File: src/rtl/snake_body_engine.sv
// ============================================================================
//  Module   : snake_body_engine
//  Purpose  : Holds the snake body on a GRID x GRID board. On each accepted
//             game Tick it advances the head, checks wall/self collisions and
//             grows when the head lands on food. Answers registered per-cell
//             occupancy queries for the display and food logic.
//  Ports    : Clk, Reset_n (async, active-low)
//             q_I / q_Run   - state machine init / run indications
//             Tick, Dir     - game step pulse and requested direction
//             Food_X/Y      - food cell;   Query_X/Y - occupancy query cell
//             Collision     - sticky wall/body hit
//             Length, Head_X/Y, Eat (1-cycle pulse), Busy (step in flight)
//             Cell_Snake    - registered occupancy of the queried cell
//  Revision : 1.0 - initial release
// ============================================================================
`default_nettype none

module snake_body_engine #(
    parameter int GRID     = 15,
    parameter int INIT_LEN = 3,
    parameter int START_X  = 7,
    parameter int START_Y  = 7
) (
    input  logic       Clk,
    input  logic       Reset_n,
    input  logic       q_I,
    input  logic       q_Run,
    input  logic       Tick,
    input  logic [1:0] Dir,
    input  logic [3:0] Food_X,
    input  logic [3:0] Food_Y,
    input  logic [3:0] Query_X,
    input  logic [3:0] Query_Y,
    output logic       Collision,
    output logic [7:0] Length,
    output logic       Eat,
    output logic [3:0] Head_X,
    output logic [3:0] Head_Y,
    output logic       Cell_Snake,
    output logic       Busy
);

    localparam int         c_MAX_LEN   = GRID * GRID;
    localparam logic [7:0] c_MAX_LEN_W = 8'(c_MAX_LEN);
    localparam logic [7:0] c_LAST_PTR  = 8'(c_MAX_LEN - 1);
    localparam logic [3:0] c_GRID_W    = 4'(GRID);
    localparam logic [3:0] c_EDGE      = 4'(GRID - 1);
    localparam logic [1:0] c_UP        = 2'b00;
    localparam logic [1:0] c_RIGHT     = 2'b01;
    localparam logic [1:0] c_DOWN      = 2'b10;
    localparam logic [1:0] c_LEFT      = 2'b11;

    typedef enum logic [1:0] {
        S_IDLE  = 2'd0,
        S_CHECK = 2'd1,
        S_MOVE  = 2'd2,
        S_DEAD  = 2'd3
    } state_t;

    state_t                 state_q, state_d;
    logic [1:0]             dir_q, dir_d;
    logic [3:0]             nx_q, nx_d, ny_q, ny_d;
    logic                   wall_q, wall_d;
    logic                   eat_q, eat_d;
    logic [3:0]             hx_q, hx_d, hy_q, hy_d;
    logic [7:0]             len_q, len_d;
    logic                   coll_q, coll_d;
    logic                   eatp_q, eatp_d;
    logic                   cell_q, cell_d;
    logic [7:0]             hptr_q, hptr_d, tptr_q, tptr_d;
    logic [c_MAX_LEN-1:0]   occ_q, occ_d;
    logic [7:0]             body_q [c_MAX_LEN];

    logic [1:0]             w_dir_sel;
    logic [7:0]             w_tail;
    logic [7:0]             w_hptr_nxt;
    logic                   w_eat_now;
    logic                   w_self;
    logic                   w_grow;

    function automatic logic [7:0] cell_idx(input logic [3:0] x, input logic [3:0] y);
        return 8'(int'(y) * GRID + int'(x));
    endfunction

    function automatic logic occ_at(input logic [c_MAX_LEN-1:0] m,
                                    input logic [3:0] x, input logic [3:0] y);
        if ((x < c_GRID_W) && (y < c_GRID_W)) begin
            return m[cell_idx(x, y)];
        end
        return 1'b0;
    endfunction

    function automatic logic [7:0] ptr_inc(input logic [7:0] p);
        return (p == c_LAST_PTR) ? 8'd0 : p + 8'd1;
    endfunction

    function automatic logic [c_MAX_LEN-1:0] init_occ();
        logic [c_MAX_LEN-1:0] m;
        m = '0;
        for (int k = 0; k < INIT_LEN; k++) begin
            m[START_Y * GRID + START_X - k] = 1'b1;
        end
        return m;
    endfunction

    // A request for the exact opposite direction keeps the current heading.
    assign w_dir_sel  = (Dir == (dir_q ^ 2'b10)) ? dir_q : Dir;
    assign w_tail     = body_q[tptr_q];
    assign w_hptr_nxt = ptr_inc(hptr_q);
    assign w_eat_now  = (nx_q == Food_X) && (ny_q == Food_Y);
    // The tail cell is vacated this step unless we grow, so it may be entered.
    assign w_self     = !wall_q && occ_at(occ_q, nx_q, ny_q) &&
                        !(({nx_q, ny_q} == w_tail) && !w_eat_now);
    assign w_grow     = eat_q && (len_q != c_MAX_LEN_W);

    always_comb begin
        state_d = state_q;
        dir_d   = dir_q;
        nx_d    = nx_q;
        ny_d    = ny_q;
        wall_d  = wall_q;
        eat_d   = eat_q;
        hx_d    = hx_q;
        hy_d    = hy_q;
        len_d   = len_q;
        coll_d  = coll_q;
        eatp_d  = 1'b0;
        hptr_d  = hptr_q;
        tptr_d  = tptr_q;
        occ_d   = occ_q;
        cell_d  = occ_at(occ_q, Query_X, Query_Y);

        if (q_I) begin
            state_d = S_IDLE;
            dir_d   = c_RIGHT;
            hx_d    = 4'(START_X);
            hy_d    = 4'(START_Y);
            len_d   = 8'(INIT_LEN);
            coll_d  = 1'b0;
            hptr_d  = 8'(INIT_LEN - 1);
            tptr_d  = 8'd0;
            occ_d   = init_occ();
        end else begin
            case (state_q)
                S_IDLE: begin
                    if (Tick && q_Run) begin
                        dir_d   = w_dir_sel;
                        nx_d    = hx_q;
                        ny_d    = hy_q;
                        wall_d  = 1'b0;
                        // Edge tests on the current head; wrapped sums are never used.
                        case (w_dir_sel)
                            c_UP:    begin ny_d = hy_q - 4'd1; wall_d = (hy_q == 4'd0);  end
                            c_RIGHT: begin nx_d = hx_q + 4'd1; wall_d = (hx_q == c_EDGE); end
                            c_DOWN:  begin ny_d = hy_q + 4'd1; wall_d = (hy_q == c_EDGE); end
                            default: begin nx_d = hx_q - 4'd1; wall_d = (hx_q == 4'd0);  end
                        endcase
                        state_d = S_CHECK;
                    end
                end
                S_CHECK: begin
                    if (wall_q || w_self) begin
                        coll_d  = 1'b1;
                        state_d = S_DEAD;
                    end else begin
                        eat_d   = w_eat_now;
                        state_d = S_MOVE;
                    end
                end
                S_MOVE: begin
                    if (w_grow) begin
                        len_d = len_q + 8'd1;
                    end else begin
                        occ_d[cell_idx(w_tail[7:4], w_tail[3:0])] = 1'b0;
                        tptr_d = ptr_inc(tptr_q);
                    end
                    // Set after the tail clear so chasing the tail keeps the cell set.
                    occ_d[cell_idx(nx_q, ny_q)] = 1'b1;
                    hptr_d  = w_hptr_nxt;
                    hx_d    = nx_q;
                    hy_d    = ny_q;
                    eatp_d  = eat_q;
                    state_d = S_IDLE;
                end
                default: begin
                    state_d = S_DEAD;
                end
            endcase
        end
    end

    always_ff @(posedge Clk or negedge Reset_n) begin
        if (!Reset_n) begin
            state_q <= S_IDLE;
        end else begin
            state_q <= state_d;
        end
    end

    always_ff @(posedge Clk or negedge Reset_n) begin
        if (!Reset_n) begin
            dir_q  <= c_RIGHT;
            nx_q   <= 4'd0;
            ny_q   <= 4'd0;
            wall_q <= 1'b0;
            eat_q  <= 1'b0;
            hx_q   <= 4'd0;
            hy_q   <= 4'd0;
            len_q  <= 8'd0;
            coll_q <= 1'b0;
            eatp_q <= 1'b0;
            cell_q <= 1'b0;
            hptr_q <= 8'd0;
            tptr_q <= 8'd0;
            occ_q  <= '0;
        end else begin
            dir_q  <= dir_d;
            nx_q   <= nx_d;
            ny_q   <= ny_d;
            wall_q <= wall_d;
            eat_q  <= eat_d;
            hx_q   <= hx_d;
            hy_q   <= hy_d;
            len_q  <= len_d;
            coll_q <= coll_d;
            eatp_q <= eatp_d;
            cell_q <= cell_d;
            hptr_q <= hptr_d;
            tptr_q <= tptr_d;
            occ_q  <= occ_d;
        end
    end

    // Body storage needs no reset: occupancy and pointers define what is live.
    always_ff @(posedge Clk) begin
        if (q_I) begin
            for (int k = 0; k < INIT_LEN; k++) begin
                body_q[k] <= {4'(START_X - INIT_LEN + 1 + k), 4'(START_Y)};
            end
        end else if (state_q == S_MOVE) begin
            body_q[w_hptr_nxt] <= {nx_q, ny_q};
        end
    end

    assign Collision  = coll_q;
    assign Length     = len_q;
    assign Eat        = eatp_q;
    assign Head_X     = hx_q;
    assign Head_Y     = hy_q;
    assign Cell_Snake = cell_q;
    assign Busy       = (state_q == S_CHECK) || (state_q == S_MOVE);

endmodule

`default_nettype wire

File: config.mk
export PLATFORM = sky130hd
export DESIGN_NAME = snake_body_engine
export DESIGN_NICKNAME = d
export VERILOG_FILES = /design/src/rtl/snake_body_engine.sv
export SDC_FILE = /design/constraint.sdc
export NUM_CORES = 2
export LEC_CHECK = 0
export BUFFER_PORTS_ARGS = -buffer_cell sky130_fd_sc_hd__buf_2
export CORE_ASPECT_RATIO = 1.2
export CORE_UTILIZATION = 44
export DETAILED_ROUTE_END_ITERATION = 7
export PLACE_DENSITY = 0.67
export SYNTH_ARGS = -nofsm -noshare
export SYNTH_HDL_FRONTEND = slang
export SYNTH_SLANG_ARGS = --single-unit
export TNS_END_PERCENT = 30
File: constraint.sdc
create_clock -name Clk -period 8.1 [get_ports Clk]
set_clock_uncertainty 0.15 [all_clocks]
set_input_delay 0 -clock Clk [delete_from_list [all_inputs] [get_ports Clk]]
set_output_delay 0 -clock Clk [all_outputs]
set_load 0.02 [all_outputs]
==> flow_summary.html <==
<table>
<tr><th>Metric</th><th>Value</th></tr>
<tr><th colspan="2">Drt</th></tr>
<tr><td>Routed via count</td><td>50220</td></tr>
<tr><td>Number of antenna-violating nets in the routed design</td><td>0</td></tr>
<tr><td>Average detailed-routed wire length per instance</td><td>31.52 um</td></tr>
<tr><td>Starting DRT DRC Count</td><td>6828</td></tr>
<tr><td>First-pass iteration count of the detailed router</td><td>6</td></tr>
<tr><td>DRC violation count after routing</td><td>0</td></tr>
<tr><td>Total length of routed wires</td><td>around 250000 um</td></tr>
<tr><td>Via-to-Cell Ratio</td><td>about 6.4</td></tr>
<tr><th colspan="2">Setup path</th></tr>
<tr><td>Crit-path max FO</td><td>35</td></tr>
<tr><td>Library cell contributing the largest single delay on the critical path</td><td>sky130_fd_sc_hd__dfrtp_4</td></tr>
<tr><td>Worst r2r path cells</td><td>24</td></tr>
<tr><td>List of cells traversed by the critical path</td><td>buf_4 -&gt; mux4_2 -&gt; mux2_2 -&gt; a221oi_1 -&gt; nor3_1 -&gt; buf_4 -&gt; o211ai_1 -&gt; nand2_1 -&gt; fa_1 -&gt; fa_1 -&gt; inv_1 -&gt; fa_1 -&gt; inv_1 -&gt; ha_1 -&gt; buf_4 -&gt; a21oi_1 -&gt; o21bai_1 -&gt; a21oi_1 -&gt; xnor2_1 -&gt; nor2b_1 -&gt; nand2_1 -&gt; buf_4 -&gt; o211ai_1 -&gt; o21ai_0</td></tr>
<tr><td>Type of destination of the critical path</td><td>register</td></tr>
<tr><td>Top cell by count, worst path</td><td>sky130_fd_sc_hd__buf_4</td></tr>
<tr><td>R2R Path Start</td><td>tptr_q[1]$_DFFE_PN0P_</td></tr>
<tr><td>Crit path buffers/inverters</td><td>6</td></tr>
<tr><td>Signal arrival time at the worst endpoint</td><td>8.39 ns</td></tr>
<tr><td>Slack of the worst reg-to-reg path</td><td>0.25 ns</td></tr>
<tr><td>Endpoint required time on the critical path</td><td>8.64 ns</td></tr>
<tr><td>Slowest stage delay, CP</td><td>1.09 ns</td></tr>
<tr><td>Crit start category</td><td>register</td></tr>
<tr><td>Top cell family by delay on the critical path</td><td>adder cells</td></tr>
<tr><td>Startpoint-to-endpoint class of the critical path</td><td>register to register</td></tr>
<tr><td>Worst reg2reg path endpoint</td><td>occ_q[86]$_DFFE_PN0P_</td></tr>
<tr><th colspan="2">Placed design</th></tr>
<tr><td>Routability Congestion</td><td>0.9065</td></tr>
<tr><td>Quantity of I/O buffers inserted on ports</td><td>42</td></tr>
<tr><td>Instance area after placement</td><td>0.09256 mm2</td></tr>
<tr><td>DP Wirelength</td><td>approximately 150000 um</td></tr>
<tr><td>Pre-CTS setup slack</td><td>0.4000 ns</td></tr>
<tr><th colspan="2">Run status</th></tr>
<tr><td>Run status</td><td>finished, final reports clean</td></tr>
<tr><th colspan="2">Floorplan</th></tr>
<tr><td>Die ar.</td><td>0.2029 mm2</td></tr>
<tr><td>Standard-cell row count</td><td>179</td></tr>
<tr><td>Chip Width</td><td>between 400 and 500 um</td></tr>
<tr><td>Starting density of the core</td><td>0.4444</td></tr>
<tr><td>Vertical extent of the die</td><td>493.2 um</td></tr>
<tr><td>Number of top-level design ports</td><td>43</td></tr>
<tr><td>Core box area</td><td>0.1991 mm2</td></tr>
<tr><th colspan="2">Clock tree</th></tr>
<tr><td>Number of buffers inserted by post-CTS setup repair</td><td>0</td></tr>
<tr><td>Maximum level of the CTS H-tree</td><td>4</td></tr>
<tr><td>Cts repair resizes</td><td>0</td></tr>
<tr><td>Clk sinks</td><td>2098</td></tr>
<tr><td>Root Buffer Master</td><td>sky130_fd_sc_hd__clkbuf_16</td></tr>
<tr><td>Clk Latency, worst-skew pair</td><td>0.85 ns</td></tr>
<tr><td>Number of clock buffers inserted by TritonCTS</td><td>199</td></tr>
<tr><td>Max Buffers Root-to-Sink</td><td>3</td></tr>
<tr><td>Post-CTS clock slew at the launch and capture registers of the worst setup and hold paths</td><td>0.07 ns</td></tr>
<tr><td>TritonCTS clock tree</td><td>built</td></tr>
<tr><th colspan="2">Power and ir drop</th></tr>
<tr><td>VDD IR max</td><td>622.9 uV</td></tr>
<tr><td>Leakage</td><td>32.09 nW</td></tr>
<tr><td>Power per cell area</td><td>322.3 mW/mm2</td></tr>
<tr><th colspan="2">Synth</th></tr>
<tr><td>Register area share after synthesis</td><td>0.6965</td></tr>
<tr><td>Number of enable-type register cells in the synthesized netlist</td><td>1824</td></tr>
<tr><td>Post-synthesis net count</td><td>between 5000 and 6000</td></tr>
<tr><td>Number of cells produced by synthesis</td><td>slightly below 5000</td></tr>
<tr><td>Synth async-reset ratio</td><td>0.1306</td></tr>
<tr><td>Mean Syn Cell Area</td><td>17.96 um2</td></tr>
<tr><td>Count of unique library cells instantiated by Yosys</td><td>83</td></tr>
<tr><td>Dominant register cell in the synthesized netlist</td><td>sky130_fd_sc_hd__edfxtp_1</td></tr>
<tr><td>Synth Warn #</td><td>0</td></tr>
<tr><td>Mapped Area</td><td>between 0.08 and 0.09 mm2</td></tr>
<tr><td>Synthesis-stage register bit count</td><td>2098</td></tr>
<tr><th colspan="2">Timing</th></tr>
<tr><td>Clock period minus worst slack</td><td>around 7.9 ns</td></tr>
<tr><td>Tcrit/Tclk final</td><td>0.9693</td></tr>
<tr><td>F_max</td><td>0.1274 GHz</td></tr>
<tr><td>Setup violation total in the final timing report</td><td>0</td></tr>
<tr><td>Number of endpoints with negative hold slack in the final report</td><td>0</td></tr>
<tr><td>Final Slew Violations</td><td>0</td></tr>
<tr><td>Worst max-slew margin expressed relative to the limit</td><td>0.1188</td></tr>
<tr><td>Slew @ Worst Pin</td><td>approximately 1.3 ns</td></tr>
<tr><td>Final-layout setup total negative slack</td><td>0 ns</td></tr>
<tr><td>Post-layout worst setup margin</td><td>0.2486 ns</td></tr>
<tr><td>Unrepaired setup endpoints after global routing</td><td>no</td></tr>
<tr><th colspan="2">Cells and area</th></tr>
<tr><td>Share of layout cells above drive strength 1</td><td>0.2313</td></tr>
<tr><td>Nets</td><td>approximately 5200</td></tr>
<tr><td>Number of fill cells</td><td>15960</td></tr>
<tr><td>Post-route cell area</td><td>approximately 0.099 mm2</td></tr>
<tr><td>Utilization after layout</td><td>0.4990</td></tr>
<tr><td>Area growth from synthesis to final layout</td><td>12.29%</td></tr>
<tr><th colspan="2">Worst hold path</th></tr>
<tr><td>Worst hold path type</td><td>input port to async pin</td></tr>
<tr><th colspan="2">Global route</th></tr>
<tr><td>Wire length of the first global-routing pass</td><td>359400 um</td></tr>
<tr><td>Number of global-route vias before repair</td><td>50210</td></tr>
<tr><td>Maximum number of pins on one net before global-route repair</td><td>224</td></tr>
<tr><td>Total routing resource utilization after global routing</td><td>0.2447</td></tr>
<tr><td>Number of antenna violations at the first check in global routing</td><td>2</td></tr>
<tr><td>Total grt overflow</td><td>0</td></tr>
<tr><th colspan="2">Job</th></tr>
<tr><td>Max capacitance violation total</td><td>0</td></tr>
</table>
## layer usage
| layer | GRT usage | part of all wire |
|---|---|---|
| met3 | 0.05419 | 0.10 |
| met4 | 0.1195 | 0.054 |
| met2 | 0.3867 | 0.48 |
| met5 | 0.001417 | 0.00016 |
| met1 | 0.3212 | 0.37 |
## flip-flops by register name, summed over array words and instances, names as in the netlist
register,flops
occ_q,225
tptr_q,8
eat_q,1
Eat,1
wall_q,1
Head_X,4
ny_q,4
Head_Y,4
Length,8
Cell_Snake,1
hptr_q,8
state_q,2
nx_q,4
dir_q,2
body_q,1824
Collision,1
## cells by family (layout without fill, tap and decap cells)
family / count (synthesis) / in the layout / synth area share
XOR/XNOR: 54 / 54 / 0.005430
other: 0 / 1 / 0
AO/OA/AOI/OAI: 816 / 816 / 0.06158
multiplexers: 765 / 765 / 0.1654
AND/OR/NAND/NOR: 686 / 686 / 0.03452
flip-flops: 2098 / 2098 / 0.6965
buffers and inverters: 411 / 734 / 0.02099
adder cells (fa/ha/maj): 96 / 96 / 0.01553
## power by group
| group | total [W] | internal (W) | switching (W) |
|---|---|---|---|
| registers | 0.0135 | 0.0132 | 0.000351 |
| clock network | 0.00937 | 0.00527 | 0.00410 |
| logic | 0.00915 | 0.00271 | 0.00644 |
## worst register-to-register path, delay by kind of cell, from the launching register on
family / cells / cell delay [ns]
adders and majority gates: 4 / 1.86
AOI/OAI and AO/OA: 7 / 1.68
DFF: 1 / 1.09
and+or+nand+nor: 4 / 1.04
buffers and inverters: 6 / 1.03
muxes: 2 / 0.62
xor gates and xnor gates: 1 / 0.22
## cells in the mapped netlist, drive strengths merged, types with 24 or more instances
cell / number / area share
dfrtp: 273 / 0.077
mux2i: 173 / 0.020
inv: 69 / 0.0029
a221oi: 31 / 0.0031
a21oi: 59 / 0.0033
xor2: 32 / 0.0033
nand2: 189 / 0.0080
edfxtp: 1824 / 0.62
nor3: 24 / 0.0014
nand3: 35 / 0.0020
a22oi: 48 / 0.0041
mux4: 554 / 0.14
mux2: 38 / 0.0048
o211ai: 234 / 0.020
o22ai: 24 / 0.0017
o221ai: 37 / 0.0037
clkbuf: 204 / 0.0087
ha: 73 / 0.010
buf: 137 / 0.0094
nor2: 316 / 0.013
o21ai: 268 / 0.015
## cell usage in the layout (no fill, tap or decap), types with 15 or more instances in the layout
cell	Yosys	layout
sky130_fd_sc_hd__clkbuf_16	0	207
sky130_fd_sc_hd__nand2_1	189	189
sky130_fd_sc_hd__nand4_1	15	15
sky130_fd_sc_hd__buf_4	16	210
sky130_fd_sc_hd__mux2_2	38	38
sky130_fd_sc_hd__inv_1	69	67
sky130_fd_sc_hd__clkinv_2	0	42
sky130_fd_sc_hd__xor2_1	31	30
sky130_fd_sc_hd__clkbuf_1	204	45
sky130_fd_sc_hd__dfrtp_1	273	260
sky130_fd_sc_hd__nand3_1	35	32
sky130_fd_sc_hd__o211ai_1	233	233
sky130_fd_sc_hd__bufinv_16	0	16
sky130_fd_sc_hd__o221ai_1	37	37
sky130_fd_sc_hd__buf_2	65	41
sky130_fd_sc_hd__nor2_1	316	315
sky130_fd_sc_hd__ha_1	73	69
sky130_fd_sc_hd__buf_12	0	22
sky130_fd_sc_hd__nor3_1	23	23
sky130_fd_sc_hd__a22oi_1	48	48
sky130_fd_sc_hd__a21oi_1	59	59
sky130_fd_sc_hd__edfxtp_1	1824	1824
sky130_fd_sc_hd__a211oi_1	20	20
sky130_fd_sc_hd__fa_1	23	22
sky130_fd_sc_hd__clkinv_1	1	30
sky130_fd_sc_hd__dlygate4sd3_1	0	24
sky130_fd_sc_hd__o22ai_1	24	24
sky130_fd_sc_hd__o21ai_0	268	268
sky130_fd_sc_hd__mux4_2	554	554
sky130_fd_sc_hd__a221oi_1	30	30
sky130_fd_sc_hd__mux2i_1	173	173
sky130_fd_sc_hd__xnor2_1	22	21
## metrics by stage
stage | instances | hold slack (ns) | total power [W]
2_1_floorplan | 4926 | -0.4456 | 0.01915
3_3_place_gp | 7483 | 0.01214 | 0.02257
3_5_place_dp | 7483 | 0.01966 | 0.02268
4_1_cts | 7873 | 0.05001 | 0.03195
5_1_grt | 7873 | 0.09565 | 0.03281
6_report | 7874 | 0.09503 | 0.03202
## worst max-delay path by stage
stage / start / cells after the start / slack [ns] / end
2_1_floorplan: ny_q[2]$_DFFE_PN0P_ / 15 / 0.21 / state_q[0]$_DFFE_PN0P_
3_3_place_gp: tptr_q[1]$_DFFE_PN0P_ / 23 / 0.41 / occ_q[82]$_DFFE_PN0P_
3_5_place_dp: tptr_q[1]$_DFFE_PN0P_ / 23 / 0.40 / occ_q[86]$_DFFE_PN0P_
4_1_cts: tptr_q[1]$_DFFE_PN0P_ / 23 / 0.36 / occ_q[86]$_DFFE_PN0P_
5_1_grt: tptr_q[1]$_DFFE_PN0P_ / 24 / 0.02 / occ_q[214]$_DFFE_PN0P_
6_report: tptr_q[1]$_DFFE_PN0P_ / 24 / 0.25 / occ_q[86]$_DFFE_PN0P_
## what timing repair did
item / CTS / global route
endpoints found under the setup margin: 0 / 0
hold buffers: 25 / 0
endpoints found under the hold margin: 323 / 0
## layout make-up
| class | count | area, um2 | area share |
|---|---|---|---|
| inverter | 70 | 272.8 | 0.002745 |
| clock buffer | 260 | 5459 | 0.05494 |
| timing repair buffer | 299 | 2505 | 0.02521 |
| multi-input combinational | 2417 | 25090 | 0.2525 |
| tap | 2624 | 3283 | 0.03304 |
| sequential | 2098 | 61680 | 0.6207 |
| clock inverter | 105 | 1069 | 0.01075 |
| antenna | 1 | 2.502 | 0.00002519 |
(Power assumes the default switching activity.)
